$ cat config.mk
export PLATFORM = sky130hd
export DESIGN_NAME = register_file_write_arbiter
export DESIGN_NICKNAME = d
export VERILOG_FILES = /design/src/rtl/register_file_write_arbiter.sv
export SDC_FILE = /design/constraint.sdc
export NUM_CORES = 1
export LEC_CHECK = 0
export BUFFER_PORTS_ARGS = -buffer_cell sky130_fd_sc_hd__buf_2
export CAP_MARGIN = 15
export CORE_ASPECT_RATIO = 2
export CORE_UTILIZATION = 33
export CTS_CLUSTER_SIZE = 8
export DETAILED_ROUTE_END_ITERATION = 16
export SYNTH_ARGS = -nofsm -noshare
export SYNTH_HDL_FRONTEND = slang
export SYNTH_SLANG_ARGS = --single-unit
$ cat constraint.sdc
create_clock -name clk -period 2 [get_ports clk]
set_clock_uncertainty 0.05 [all_clocks]
set_input_delay 0.2 -clock clk [delete_from_list [all_inputs] [get_ports clk]]
set_output_delay 0.2 -clock clk [all_outputs]
set_load 0.03 [all_outputs]
$ cat src/rtl/register_file_write_arbiter.sv
// ---------------------------------------------------------------------------
// register_file_write_arbiter
//
// Shares the register file's single write port between two writeback
// requesters: port A (ALU result) and port B (memory load). Both requesters
// are arbitrated round-robin in the same cycle. The winner's address and
// data are registered, and drive the register file one cycle later.
//
// A 16-entry pending-write scoreboard lets decode stall on RAW hazards.
// Decode sets a bit when it issues a producer. The bit clears on the edge
// that ends the matching write_enable cycle.
//
// Ports:
//   clk, reset_asynchronous      clock; asynchronous active-high reset
//   a_valid/a_ready/a_address/a_data   requester A (ALU) handshake
//   b_valid/b_ready/b_address/b_data   requester B (load) handshake
//   hold                         blocks all grants
//   reserve_valid/reserve_address      marks a register as pending
//   query_address0/1, busy0/1    decode hazard lookup
//   write_enable/write_address/write_data   register file write port
//   last_grant                   0 = A won most recently, 1 = B
//
// Optional feature (macro REGISTER_FILE_WRITE_BYPASS_EN):
//   Adds bypass_hit0/1 and bypass_data. A query that matches the write
//   currently on the port reports a bypass hit instead of busy, so decode
//   forwards the value rather than stalling.
// ---------------------------------------------------------------------------
module register_file_write_arbiter #(
    parameter int W    = 32,
    parameter int NREG = 16
) (
    input  logic         clk,
    input  logic         reset_asynchronous,
    input  logic         a_valid,
    output logic         a_ready,
    input  logic [3:0]   a_address,
    input  logic [W-1:0] a_data,
    input  logic         b_valid,
    output logic         b_ready,
    input  logic [3:0]   b_address,
    input  logic [W-1:0] b_data,
    input  logic         hold,
    input  logic         reserve_valid,
    input  logic [3:0]   reserve_address,
    input  logic [3:0]   query_address0,
    input  logic [3:0]   query_address1,
    output logic         busy0,
    output logic         busy1,
`ifdef REGISTER_FILE_WRITE_BYPASS_EN
    output logic         bypass_hit0,
    output logic         bypass_hit1,
    output logic [W-1:0] bypass_data,
`endif
    output logic         write_enable,
    output logic [3:0]   write_address,
    output logic [W-1:0] write_data,
    output logic         last_grant
);

    logic            grant_a;
    logic            grant_b;

    logic            write_enable_q,  write_enable_d;
    logic [3:0]      write_address_q, write_address_d;
    logic [W-1:0]    write_data_q,    write_data_d;
    logic            last_grant_q,    last_grant_d;
    logic [NREG-1:0] scoreboard_q,    scoreboard_d;

    // Round-robin arbitration. When both requesters are valid, the port that
    // did not win last time is granted. Grants are suppressed while reset is
    // asserted, so no requester sees a handshake that the flops would drop.
    always_comb begin
        grant_a = 1'b0;
        grant_b = 1'b0;
        if (!reset_asynchronous && !hold) begin
            if (a_valid && b_valid) begin
                grant_a = last_grant_q;
                grant_b = !last_grant_q;
            end else begin
                grant_a = a_valid;
                grant_b = b_valid;
            end
        end
    end

    assign a_ready = grant_a;
    assign b_ready = grant_b;

    // Write stage: capture the winner. Address and data hold when idle.
    always_comb begin
        write_enable_d  = grant_a | grant_b;
        write_address_d = write_address_q;
        write_data_d    = write_data_q;
        last_grant_d    = last_grant_q;
        if (grant_a) begin
            write_address_d = a_address;
            write_data_d    = a_data;
            last_grant_d    = 1'b0;
        end else if (grant_b) begin
            write_address_d = b_address;
            write_data_d    = b_data;
            last_grant_d    = 1'b1;
        end
    end

    // Scoreboard update. The set is applied after the clear, so a new
    // reservation of the register being written survives the same edge.
    always_comb begin
        scoreboard_d = scoreboard_q;
        if (write_enable_q) begin
            scoreboard_d[write_address_q] = 1'b0;
        end
        if (reserve_valid) begin
            scoreboard_d[reserve_address] = 1'b1;
        end
    end

    always_ff @(posedge clk or posedge reset_asynchronous) begin
        if (reset_asynchronous) begin
            write_enable_q  <= 1'b0;
            write_address_q <= 4'd0;
            write_data_q    <= '0;
            last_grant_q    <= 1'b1;
            scoreboard_q    <= '0;
        end else begin
            write_enable_q  <= write_enable_d;
            write_address_q <= write_address_d;
            write_data_q    <= write_data_d;
            last_grant_q    <= last_grant_d;
            scoreboard_q    <= scoreboard_d;
        end
    end

    assign write_enable  = write_enable_q;
    assign write_address = write_address_q;
    assign write_data    = write_data_q;
    assign last_grant    = last_grant_q;

`ifdef REGISTER_FILE_WRITE_BYPASS_EN
    // A query that hits the write currently on the port is served by
    // forwarding, so it is not reported as busy.
    assign bypass_hit0 = write_enable_q && (write_address_q == query_address0);
    assign bypass_hit1 = write_enable_q && (write_address_q == query_address1);
    assign bypass_data = write_data_q;
    assign busy0       = scoreboard_q[query_address0] && !bypass_hit0;
    assign busy1       = scoreboard_q[query_address1] && !bypass_hit1;
`else
    assign busy0       = scoreboard_q[query_address0];
    assign busy1       = scoreboard_q[query_address1];
`endif

endmodule

# After elaboration in Yosys (flattened, before gate mapping)
# Cells that the tools add are included.
# word_totals
inputBits	90
reg_bits	54
output_inout_bits	42
elab_cells	43
# op_classes
order_cmp	6
reduce_logical	8
n_bitwise	4
mux	20
# op_table
op	n
$mux 32	2
$mux 16	2
$lt 4x5->1 const B	4
$and 16x16->16	1
$not 16->16	1
$or 16x16->16	1
$mux 1	10
$bmux 1 s4	2
$demux 1 s4	2
$ge 4x1->1 const B	2
$mux 4	2
$logic_and 1x1->1	4
$logic_not 1->1	3
$reduce_bool 2->1	1
$or 1x1->1	1

# Depth between registers and ports, before layout
# Gate-level depths: netlist of run 1.
# depth
word_depth	9
ltp_mapped	6
ltp_nobuf	3

# Worst setup path before layout of run 1
# No wires, ideal clock.
# synth_timing
path_type	reg-to-output
from	register last_grant_q (netlist: last_grant)
to	output port a_ready
path_stages_with_launch	5
setup_slack_ns	0.301
required_time_ns	1.750
path_buffers	2
t_arrival_ns	1.449
path_cell_list	dfstp_2 > nor2b_1 > buf_2 > clkbuf_1 > nor2_1
# synth_between
elab_chain_cells	2
# synth_rtl
item	line_no	rtl
start: declaration	66	logic last_grant_q, last_grant_d;
start signal: assignment	129	last_grant_q <= last_grant_d;
$mux 1	76	if (a_valid && b_valid) begin
$mux 1	75	if (!reset_asynchronous && !hold) begin
end: declaration	35	output logic a_ready,
# Every way passes these cells.

# Worst setup path in the final report of run 1
# layout_timing
from	register scoreboard_q[14]
to	output port busy1
# layout_between
elab_chain_cells	2
# layout_rtl
item	line_no	rtl
start: declaration	67	logic [NREG-1:0] scoreboard_q, scoreboard_d;
start signal: assignment	130	scoreboard_q <= scoreboard_d;
$bmux 1 s4	149	assign busy1 = scoreboard_q[query_address1];
$mux 1 (not written as such)	149	
end: declaration	48	output logic busy1,
# Every way passes these cells. The select of a mux whose other input is x is not followed.

==> results of run 1 <==
==> sequential cells by signal (all words and copies together), names as in the netlist <==
name	flops
last_grant	1
scoreboard_q	16
write_address	4
write_data	32
write_enable	1
==> worst min-delay path by stage <==
stage,endpoint,slack (ns),startpoint,depth (start not counted)
6_report,write_data[8],0.12,a_data[8],3
5_1_grt,write_data[1],0.12,a_data[1],3
4_1_cts,write_data[17],0.11,a_data[17],3
3_5_place_dp,write_data[8],0.28,reset_asynchronous,2
3_3_place_gp,write_data[2],0.27,reset_asynchronous,2
2_1_floorplan,scoreboard_q[8],0.25,reserve_address[1],1
==> per-stage QoR <==
step	instance area [µm²]	instances	setup WS, ns	total power [µW]	utilization (%)
after detailed placement	3660	523	0.412	2750	42.7
final	3810	531	0.132	3560	44.3
after global placement	3660	523	0.465	2710	42.7
after global routing	3810	531	0.0794	3750	44.3
after CTS	3810	531	0.123	3600	44.3
after floorplan	2920	305	0.301	2290	-
==> cell families after synthesis <==
kind of cell / after synthesis
compound gates: 141
buf+inv: 29
flops: 54
mux: 14
simple gates: 67
==> layout by cell type, fill, tap and decap left out <==
cell,instances
buf_2,131
dfrtp_1,53
o21ai_0,45
nand3_1,38
a21oi_1,37
a31oi_1,36
o21ai_1,18
buf_4,12
mux4_2,8
nand2_1,6
mux2i_1,6
nand2b_1,5
nand3b_1,5
clkbuf_16,5
o21ai_2,2
nor2_1,2
or2_2,2
clkbuf_1,2
buf_12,2
nor2_2,1
or2_1,1
and2_4,1
nor3b_4,1
nor2b_2,1
or3b_1,1
inv_1,1
or4b_1,1
nor3b_1,1
a21o_1,1
o41ai_1,1
o31ai_1,1
or3b_2,1
inv_2,1
dlygate4sd3_1,1
dfstp_2,1
==> per-layer routing <==
layer	wire length, µm	track usage, %	up-vias	share of wire, %
li1	-	-	1402	-
met1	3350	22.9	1428	35
met2	5400	39.6	118	57
met3	442	3.55	20	4.6
met4	343	10.4	0	3.6
met5	0	0	-	0
==> cell type report <==
type                    count  area share (%)
well taps                 100            3.29
clock buffers               7            3.48
repair buffers            146            20.9
flip-flops and latches     54            35.5
inverters                   2           0.197
multi-input cells         222            36.6
==> worst max-delay path: stages, from the launching register on <==
cell,delay (ns)
dfrtp_1,0.41
mux4_2,0.48
mux2i_1,0.17
mux2i_1,0.09
buf_2,0.18
==> Yosys cell counts (all sizes together) <==
cell type and count:
o41ai 1, mux2i 6, dfrtp 53, dfstp 1, o31ai 1, or4b 1, and2 1, inv 2
clkbuf 10, a31oi 36, nor2 3, mux4 8, nor3b 2, a21oi 37, nand2b 5, nand3b 5
or2 3, o21ai 65, nand2 6, a21o 1, or3b 2, nand3 38, buf 17, nor2b 1
==> power by group <==
group	switching, µW	leakage [µW]	internal, µW
logic	749	0.000953	460
clock network	374	0.0000640	459
registers	190	0.000583	1330
total	1310	0.00160	2250
==> timing repair <==
action / 4_1_cts / 5_1_grt
hold endpoints to repair: 22 / 0
hold buffers: 1 / 0
resized for setup: 0 / 0
==> results.sh, run 1 <==
export IMPL_overflow=0
export IMPL_synth_top_area_share_pct=45.4
export IMPL_initial_utilization_pct=34.0
export IMPL_grt_max_degree=38
export IMPL_ioPinCount=132
export IMPL_first_pass_iters=4
export IMPL_muxShareOfSynthArea_pct=8.22
export IMPL_antenna_found_initial=0
export IMPL_synth_compound_area_share_pct=26.2
export IMPL_crit_path_end="busy1"
export IMPL_critPathCaptureType="primary output"
export IMPL_synth_warnings=0
export IMPL_period_minus_slack_ns=1.87
export IMPL_grt_pass1_vias=2964
export IMPL_cap_violations=0
export IMPL_fillerInstances=879
export IMPL_postCtsSetupBuffers=0
export IMPL_hold_viol=0
export IMPL_rsz0062_at_grt="false"
export IMPL_cts_sinks=54
export IMPL_drc=0
export IMPL_hpwlAfterDp_mm=7.18
export IMPL_vias=2968
export IMPL_clockRootBuffer="clkbuf_16"
export IMPL_cts_tree="done"
export IMPL_yosysSeqAreaShare_pct=46.3
export IMPL_hp_class="input pin to flop"
export IMPL_worstSetupStartpointType="flop"
export IMPL_r2r_end="scoreboard_q[10]"
export IMPL_final_setup_viol_count=0
export IMPL_drt_wirelength_per_cell_um=18.0
export IMPL_worst_pin_slew_ns=0.534
export IMPL_cp_startpoint="scoreboard_q[14]"
export IMPL_synthesis_instances=305
export IMPL_cp_arrival_ns=1.62
export IMPL_synth_seq_cells=54
export IMPL_die_area_mm2=0.00926
export IMPL_clock_latency_ns=0.29
export IMPL_routed_via_density=5.59
export IMPL_die_w_um=68.5
export IMPL_final_max_slew_viol_count=0
export IMPL_syn_area_mm2=0.00292
export IMPL_gp_congestion=0.854
export IMPL_powerDensity_mw_per_mm2=937
export IMPL_die_h_um=135
export IMPL_drtIter0Drc=136
export IMPL_status="finished clean"
export IMPL_fmax_mhz=535
export IMPL_min_period_over_period_pct=93.4
export IMPL_ys_top_cells_by_area="dfrtp_1 45%, a31oi_1 7.7%, o21ai_0 7.7%"
export IMPL_vdd_ir_drop_max_mv=0.387
export IMPL_ant_nets=0
export IMPL_multi_input_area_mm2=0.00139
export IMPL_cp_required_ns=1.75
export IMPL_antenna_cells=0
export IMPL_cts_htree_levels=2
export IMPL_regArea_mm2=0.00135
export IMPL_synth_avg_cell_area_um2=9.58
export IMPL_yosys_cell_types_count=33
export IMPL_reg2reg_from="write_address[2]"
export IMPL_clock_path_buffers=2
export IMPL_rows=48
export IMPL_track_usage_pct=21.8
export IMPL_yosys_area_top_type="dfrtp_1"
export IMPL_fin_nets=521
export IMPL_cts_buffers=5
export IMPL_layout_drive_gt1_share_pct=39.2
export IMPL_totalWireLength_mm=9.54
export IMPL_synth_fa_ha_area_share_pct=0
export IMPL_critPathKind="flop to primary output"
export IMPL_yosys_area_share_simple_pct=13.0
export IMPL_r2r_slack_ns=0.48
export IMPL_synth_xor_area_share_pct=0
export IMPL_synth_top_family_by_area="compound AO/OA/AOI/OAI gates"
export IMPL_crit_fanout=3
export IMPL_portBuffers=131
export IMPL_relSlewSlack_pct=64.3
export IMPL_core_mm2=0.00859
export IMPL_leakagePower_uw=0.00160
export IMPL_clk_pin_slew_ns=0.07
export IMPL_grt_first_pass_wirelength_mm=14.8
export IMPL_holdWs_ns=0.116
export IMPL_r2r_cells=3
export IMPL_fin_setup_tns_ns=0
export IMPL_syn_to_final_growth_pct=30.2
export IMPL_synth_net_count=395
(Power assumes the default switching activity.)
==> inputs of run 2 (changes only) <==
Settings changed: GPL_ROUTABILITY_DRIVEN from default to 0.
Clock period 2 ns to 1.58 ns, I/O delays scaled along.
==> run 2 against run 1 <==
Effect of this change: the run now ends with setup timing left; design area is 3.5% higher; critical endpoint is now busy0; worst setup slack lost 0.42 ns; hold slack lost 0.044 ns; first-iteration DRC count rose by 24%; clock power is 51% higher; register-to-register slack worse by 0.38 ns; via count up 0.94%; largest cell class unchanged; flip-flop and latch count is the same; critical path type unchanged; combinational power is 35% higher; largest power group unchanged; highest routed layer unchanged.
==> results.sh, run 2 (synthesis results as in run 1) <==
export IMPL_status="finished, violations left"
export IMPL_violations="setup timing"
export IMPL_relSlewSlack_pct=72.7
export IMPL_core_mm2=0.00859
export IMPL_hp_class="input pin to flop"
export IMPL_cts_buffers=5
export IMPL_initial_utilization_pct=34.0
export IMPL_mostFrequentLayoutCell="buf_2"
export IMPL_syn_to_final_growth_pct=34.8
export IMPL_cp_arrival_ns=1.66
export IMPL_grt_first_pass_wirelength_mm=14.9
export IMPL_worst_pin_slew_ns=0.410
export IMPL_hold_viol=0
export IMPL_die_h_um=135
export IMPL_overflow=0
export IMPL_ant_nets=0
export IMPL_clockRootBuffer="clkbuf_16"
export IMPL_worstSetupStartpointType="flop"
export IMPL_grt_pass1_vias=3030
export IMPL_drc=0
export IMPL_total_power_uw=4800
export IMPL_ioPinCount=132
export IMPL_vias=2996
export IMPL_placed_area_mm2=0.00372
export IMPL_drtIter0Drc=168
export IMPL_clock_path_buffers=2
export IMPL_totalWireLength_mm=9.29
export IMPL_placedCellCount=525
export IMPL_die_w_um=68.5
export IMPL_layout_common_cells="129 x buf_2, 53 x dfrtp_1, 45 x o21ai_0, 38 x nand3_1, 37 x a21oi_1"
export IMPL_fin_cells=536
export IMPL_rows=48
export IMPL_fmax_mhz=535
export IMPL_cp_required_ns=1.37
export IMPL_critPathKind="flop to primary output"
export IMPL_portBuffers=131
export IMPL_track_usage_pct=21.6
export IMPL_period_minus_slack_ns=1.87
export IMPL_largest_register_ffs=32
export IMPL_hpwlAfterDp_mm=6.86
export IMPL_fin_nets=524
export IMPL_cap_violations=0
export IMPL_die_area_mm2=0.00926
export IMPL_antenna_found_initial=1
export IMPL_powerDensity_mw_per_mm2=1220
export IMPL_leakagePower_uw=0.00165
export IMPL_finalWorstSetupSlack_ns=-0.287
export IMPL_critPathCaptureType="primary output"
export IMPL_final_setup_viol_count=2
export IMPL_final_max_slew_viol_count=0
export IMPL_layout_drive_gt1_share_pct=41.1
export IMPL_first_pass_iters=4
export IMPL_vdd_ir_drop_max_mv=0.494
export IMPL_min_period_over_period_pct=118
export IMPL_fin_setup_tns_ns=-0.574
export IMPL_cts_htree_levels=2
export IMPL_fin_area_mm2=0.00394
export IMPL_clock_latency_ns=0.29
export IMPL_cts_sinks=54
export IMPL_crit_fanout=3
export IMPL_clk_pin_slew_ns=0.07
export IMPL_rsz0062_at_grt="true"
export IMPL_routed_via_density=5.59
export IMPL_grt_max_degree=38
export IMPL_cts_tree="done"
export IMPL_drt_wirelength_per_cell_um=17.3
run 2: cell count changes in the layout (fill, tap and decap cells not counted), sizes merged:
| cell | change |
|---|---|
| clkbuf | -2 |
| clkinvlp | +2 |
| buf | +3 |
| bufinv | +1 |
| diode | +1 |
run 2: path summary, 6_finish.rpt:
kind                                     from          endpoint  slack, ns  cells past startpoint
max                           scoreboard_q[7]             busy0      -0.29                      4
min                                a_data[24]    write_data[24]       0.07                      3
max reg2reg                        last_grant     write_data[2]       0.10                      5
min reg2reg                  scoreboard_q[10]  scoreboard_q[10]       0.49                      1
max in group asynchronous  reset_asynchronous    write_data[10]       0.52                      4
min in group asynchronous  reset_asynchronous   scoreboard_q[5]       0.42                      3
run 2: critical path, stage by stage (launching register included):
cell	delay, ns
dfrtp_1	0.41
mux4_2	0.49
mux2i_2	0.19
mux2i_1	0.10
buf_4	0.17
run 2: report_power, final:
part           internal (µW)  switching [µW]  total, µW  leakage (µW)
Clock                    748             515       1260     0.0000760
Combinational            649             977       1630      0.000995
Sequential              1690             225       1910      0.000583
Total                   3080            1720       4800       0.00165
run 2: what timing repair did:
| action | 4_1_cts | 5_1_grt |
|---|---|---|
| setup buffers | 1 | 0 |
| hold buffers | 1 | 0 |
| resized for setup | 2 | 5 |
| endpoints found under the setup margin | 5 | 3 |
| pin swaps | 0 | 0 |
| endpoints found under the hold margin | 16 | 0 |
run 2: cell type report:
cell class                      count  area (µm²)
Timing Repair Buffer              149         861
Tap cell                          100         125
Fill cell                         857        4650
Sequential cell                    54        1350
Inverter                            2        7.51
Antenna cell                        1        2.50
Clock buffer                        5         125
Clock inverter                      3        45.0
Multi-Input combinational cell    222        1420
run 2: through the flow:
| step | hold slack (ns) | setup slack, ns | utilization (%) |
|---|---|---|---|
| 2_1_floorplan | 0.205 | 0.0124 | - |
| 3_3_place_gp | 0.185 | 0.0530 | 43.4 |
| 3_5_place_dp | 0.189 | 0.0123 | 43.4 |
| 4_1_cts | 0.0655 | -0.299 | 45.6 |
| 5_1_grt | 0.0719 | -0.354 | 45.9 |
| 6_report | 0.0717 | -0.287 | 45.9 |
run 2: routing by layer:
metal | routed length [µm] | vias up | track usage [%] | part of all wire, %
met1 | 3330 | 1431 | 24.5 | 36
li1 | - | 1417 | - | -
met5 | 0 | - | 0 | 0
met3 | 395 | 20 | 2.70 | 4.3
met2 | 5260 | 128 | 38.1 | 57
met4 | 293 | 0 | 10.2 | 3.2
==> inputs of run 3 (changes only) <==
Settings changed: CORE_ASPECT_RATIO 2 to 1.5, GPL_TIMING_DRIVEN from default to 0.
==> run 3 against run 2 <==
Effect of this change: the run still ends with setup timing left; die area down 0.16%; critical path depth unchanged; via count up 1.1%; design area up 0.76%; first-iteration DRC count down 18%; core utilization up 0.74 points; fmax up 3.2%; global-route usage down 1.5 points; flip-flop and latch count unchanged; clock-buffer cell count up 2; combinational power down 2%; largest cell class unchanged; highest routed layer unchanged.
==> results.sh, run 3 (synthesis results as in run 1) <==
export IMPL_hp_class="input pin to flop"
export IMPL_cts_tree="done"
export IMPL_worstSetupStartpointType="flop"
export IMPL_ioPinCount=132
export IMPL_final_setup_viol_count=2
export IMPL_first_pass_iters=6
export IMPL_grt_pass1_vias=2883
export IMPL_clock_latency_ns=0.29
export IMPL_final_max_slew_viol_count=0
export IMPL_hold_viol=0
export IMPL_power_switching_uw=1670
export IMPL_overflow=0
export IMPL_combinationalPowerShare_pct=34.2
export IMPL_crit_fanout=3
export IMPL_violations="setup timing"
export IMPL_die_h_um=117
export IMPL_total_power_uw=4630
export IMPL_worst_pin_slew_ns=0.530
export IMPL_pwr_share_clk_pct=24.4
export IMPL_min_period_over_period_pct=114
export IMPL_largest_register_ffs=32
export IMPL_portBuffers=131
export IMPL_vias=3029
export IMPL_mostFrequentLayoutCell="buf_2"
export IMPL_track_usage_pct=20.2
export IMPL_ant_nets=0
export IMPL_totalWireLength_mm=9.32
export IMPL_leakagePower_uw=0.00169
export IMPL_fmax_mhz=553
export IMPL_routed_via_density=5.43
export IMPL_cp_arrival_ns=1.60
export IMPL_fin_setup_tns_ns=-0.452
export IMPL_swShare_pct=36.1
export IMPL_cts_buffers=5
export IMPL_drc=0
export IMPL_initial_utilization_pct=34.3
export IMPL_layout_common_cells="134 x buf_2, 52 x dfrtp_1, 44 x o21ai_0, 38 x nand3_1, 37 x a21oi_1"
export IMPL_grt_first_pass_wirelength_mm=14.2
export IMPL_fin_nets=540
export IMPL_seqPwrFrac_pct=41.3
export IMPL_syn_to_final_growth_pct=35.8
export IMPL_rsz0062_at_grt="true"
export IMPL_clk_pin_slew_ns=0.07
export IMPL_die_w_um=78.8
export IMPL_drt_wirelength_per_cell_um=16.7
export IMPL_antenna_found_initial=0
export IMPL_status="finished, violations left"
export IMPL_cap_violations=0
export IMPL_core_mm2=0.00852
export IMPL_period_minus_slack_ns=1.81
export IMPL_relSlewSlack_pct=64.6
export IMPL_vdd_ir_drop_max_mv=0.627
export IMPL_hpwlAfterDp_mm=6.85
export IMPL_clockRootBuffer="clkbuf_16"
export IMPL_internal_power_uw=2960
export IMPL_clock_path_buffers=2
export IMPL_antenna_cells=0
export IMPL_finalWorstSetupSlack_ns=-0.229
export IMPL_critPathKind="flop to primary output"
export IMPL_final_core_util_pct=46.6
export IMPL_powerDensity_mw_per_mm2=1170
export IMPL_rows=41
export IMPL_die_area_mm2=0.00924
export IMPL_grt_max_degree=34
export IMPL_critPathCaptureType="primary output"
export IMPL_layout_drive_gt1_share_pct=41.0
export IMPL_cp_required_ns=1.37
export IMPL_cts_htree_levels=2
export IMPL_cts_sinks=54
export IMPL_drtIter0Drc=138
run 3: per-stage QoR:
| step | setup slack [ns] | cell area, µm² | instances | hold WS [ns] |
|---|---|---|---|---|
| final | -0.229 | 3970 | 558 | 0.0690 |
| after CTS | -0.245 | 3930 | 554 | 0.0651 |
| after global routing | -0.269 | 3970 | 558 | 0.0691 |
| after floorplan | 0.0124 | 2930 | 305 | 0.205 |
| after detailed placement | -0.0964 | 3730 | 544 | 0.228 |
| after global placement | -0.796 | 3710 | 543 | 0.371 |
run 3: what timing repair did:
action                                  CTS  global route
hold buffers                              1             0
hold endpoints to repair                 20             0
endpoints found under the setup margin   33            20
setup buffers                             2             4
resized for setup                         9             8
run 3: final cells by class:
| cell class | count | area [µm²] |
|---|---|---|
| fillers | 893 | 4550 |
| multi-input cells | 222 | 1400 |
| flip-flops and latches | 54 | 1350 |
| repair buffers | 139 | 742 |
| plain buffers | 26 | 186 |
| clock buffers | 7 | 143 |
| well taps | 107 | 134 |
| inverters | 2 | 7.51 |
| clock inverters | 1 | 5.00 |
run 3: path summary, 6_finish.rpt:
| kind | from | end | slack (ns) | depth (start not counted) |
|---|---|---|---|---|
| setup / recovery | scoreboard_q[10] | busy1 | -0.23 | 4 |
| hold / removal | a_data[21] | write_data[21] | 0.07 | 3 |
| setup reg to reg | write_address[2] | scoreboard_q[10] | 0.10 | 3 |
| hold reg to reg | last_grant | last_grant | 0.47 | 2 |
| max in group asynchronous | reset_asynchronous | write_address[2] | 0.45 | 4 |
| min in group asynchronous | reset_asynchronous | write_data[31] | 0.45 | 3 |
run 3: per-layer routing:
layer	track usage, %	vias to the layer above	wire length, µm
li1	-	1442	-
met4	6.30	0	150
met1	24.3	1466	3580
met3	4.03	10	554
met5	0	-	0
met2	36.1	111	5040
run 3: power by group through the flow:
stage	registers [µW]	logic, µW	clock network [µW]
after floorplan	2200	700	0
after global routing	1950	1710	1210
final	1910	1590	1130
after CTS	1910	1570	1150
after detailed placement	1930	1520	0
after global placement	1920	1500	0
run 3: worst max-delay path, cell delays in order (launching register included):
cell,delay [ns]
dfrtp_1,0.41
mux4_2,0.47
mux2i_1,0.17
mux2i_1,0.09
buf_4,0.17
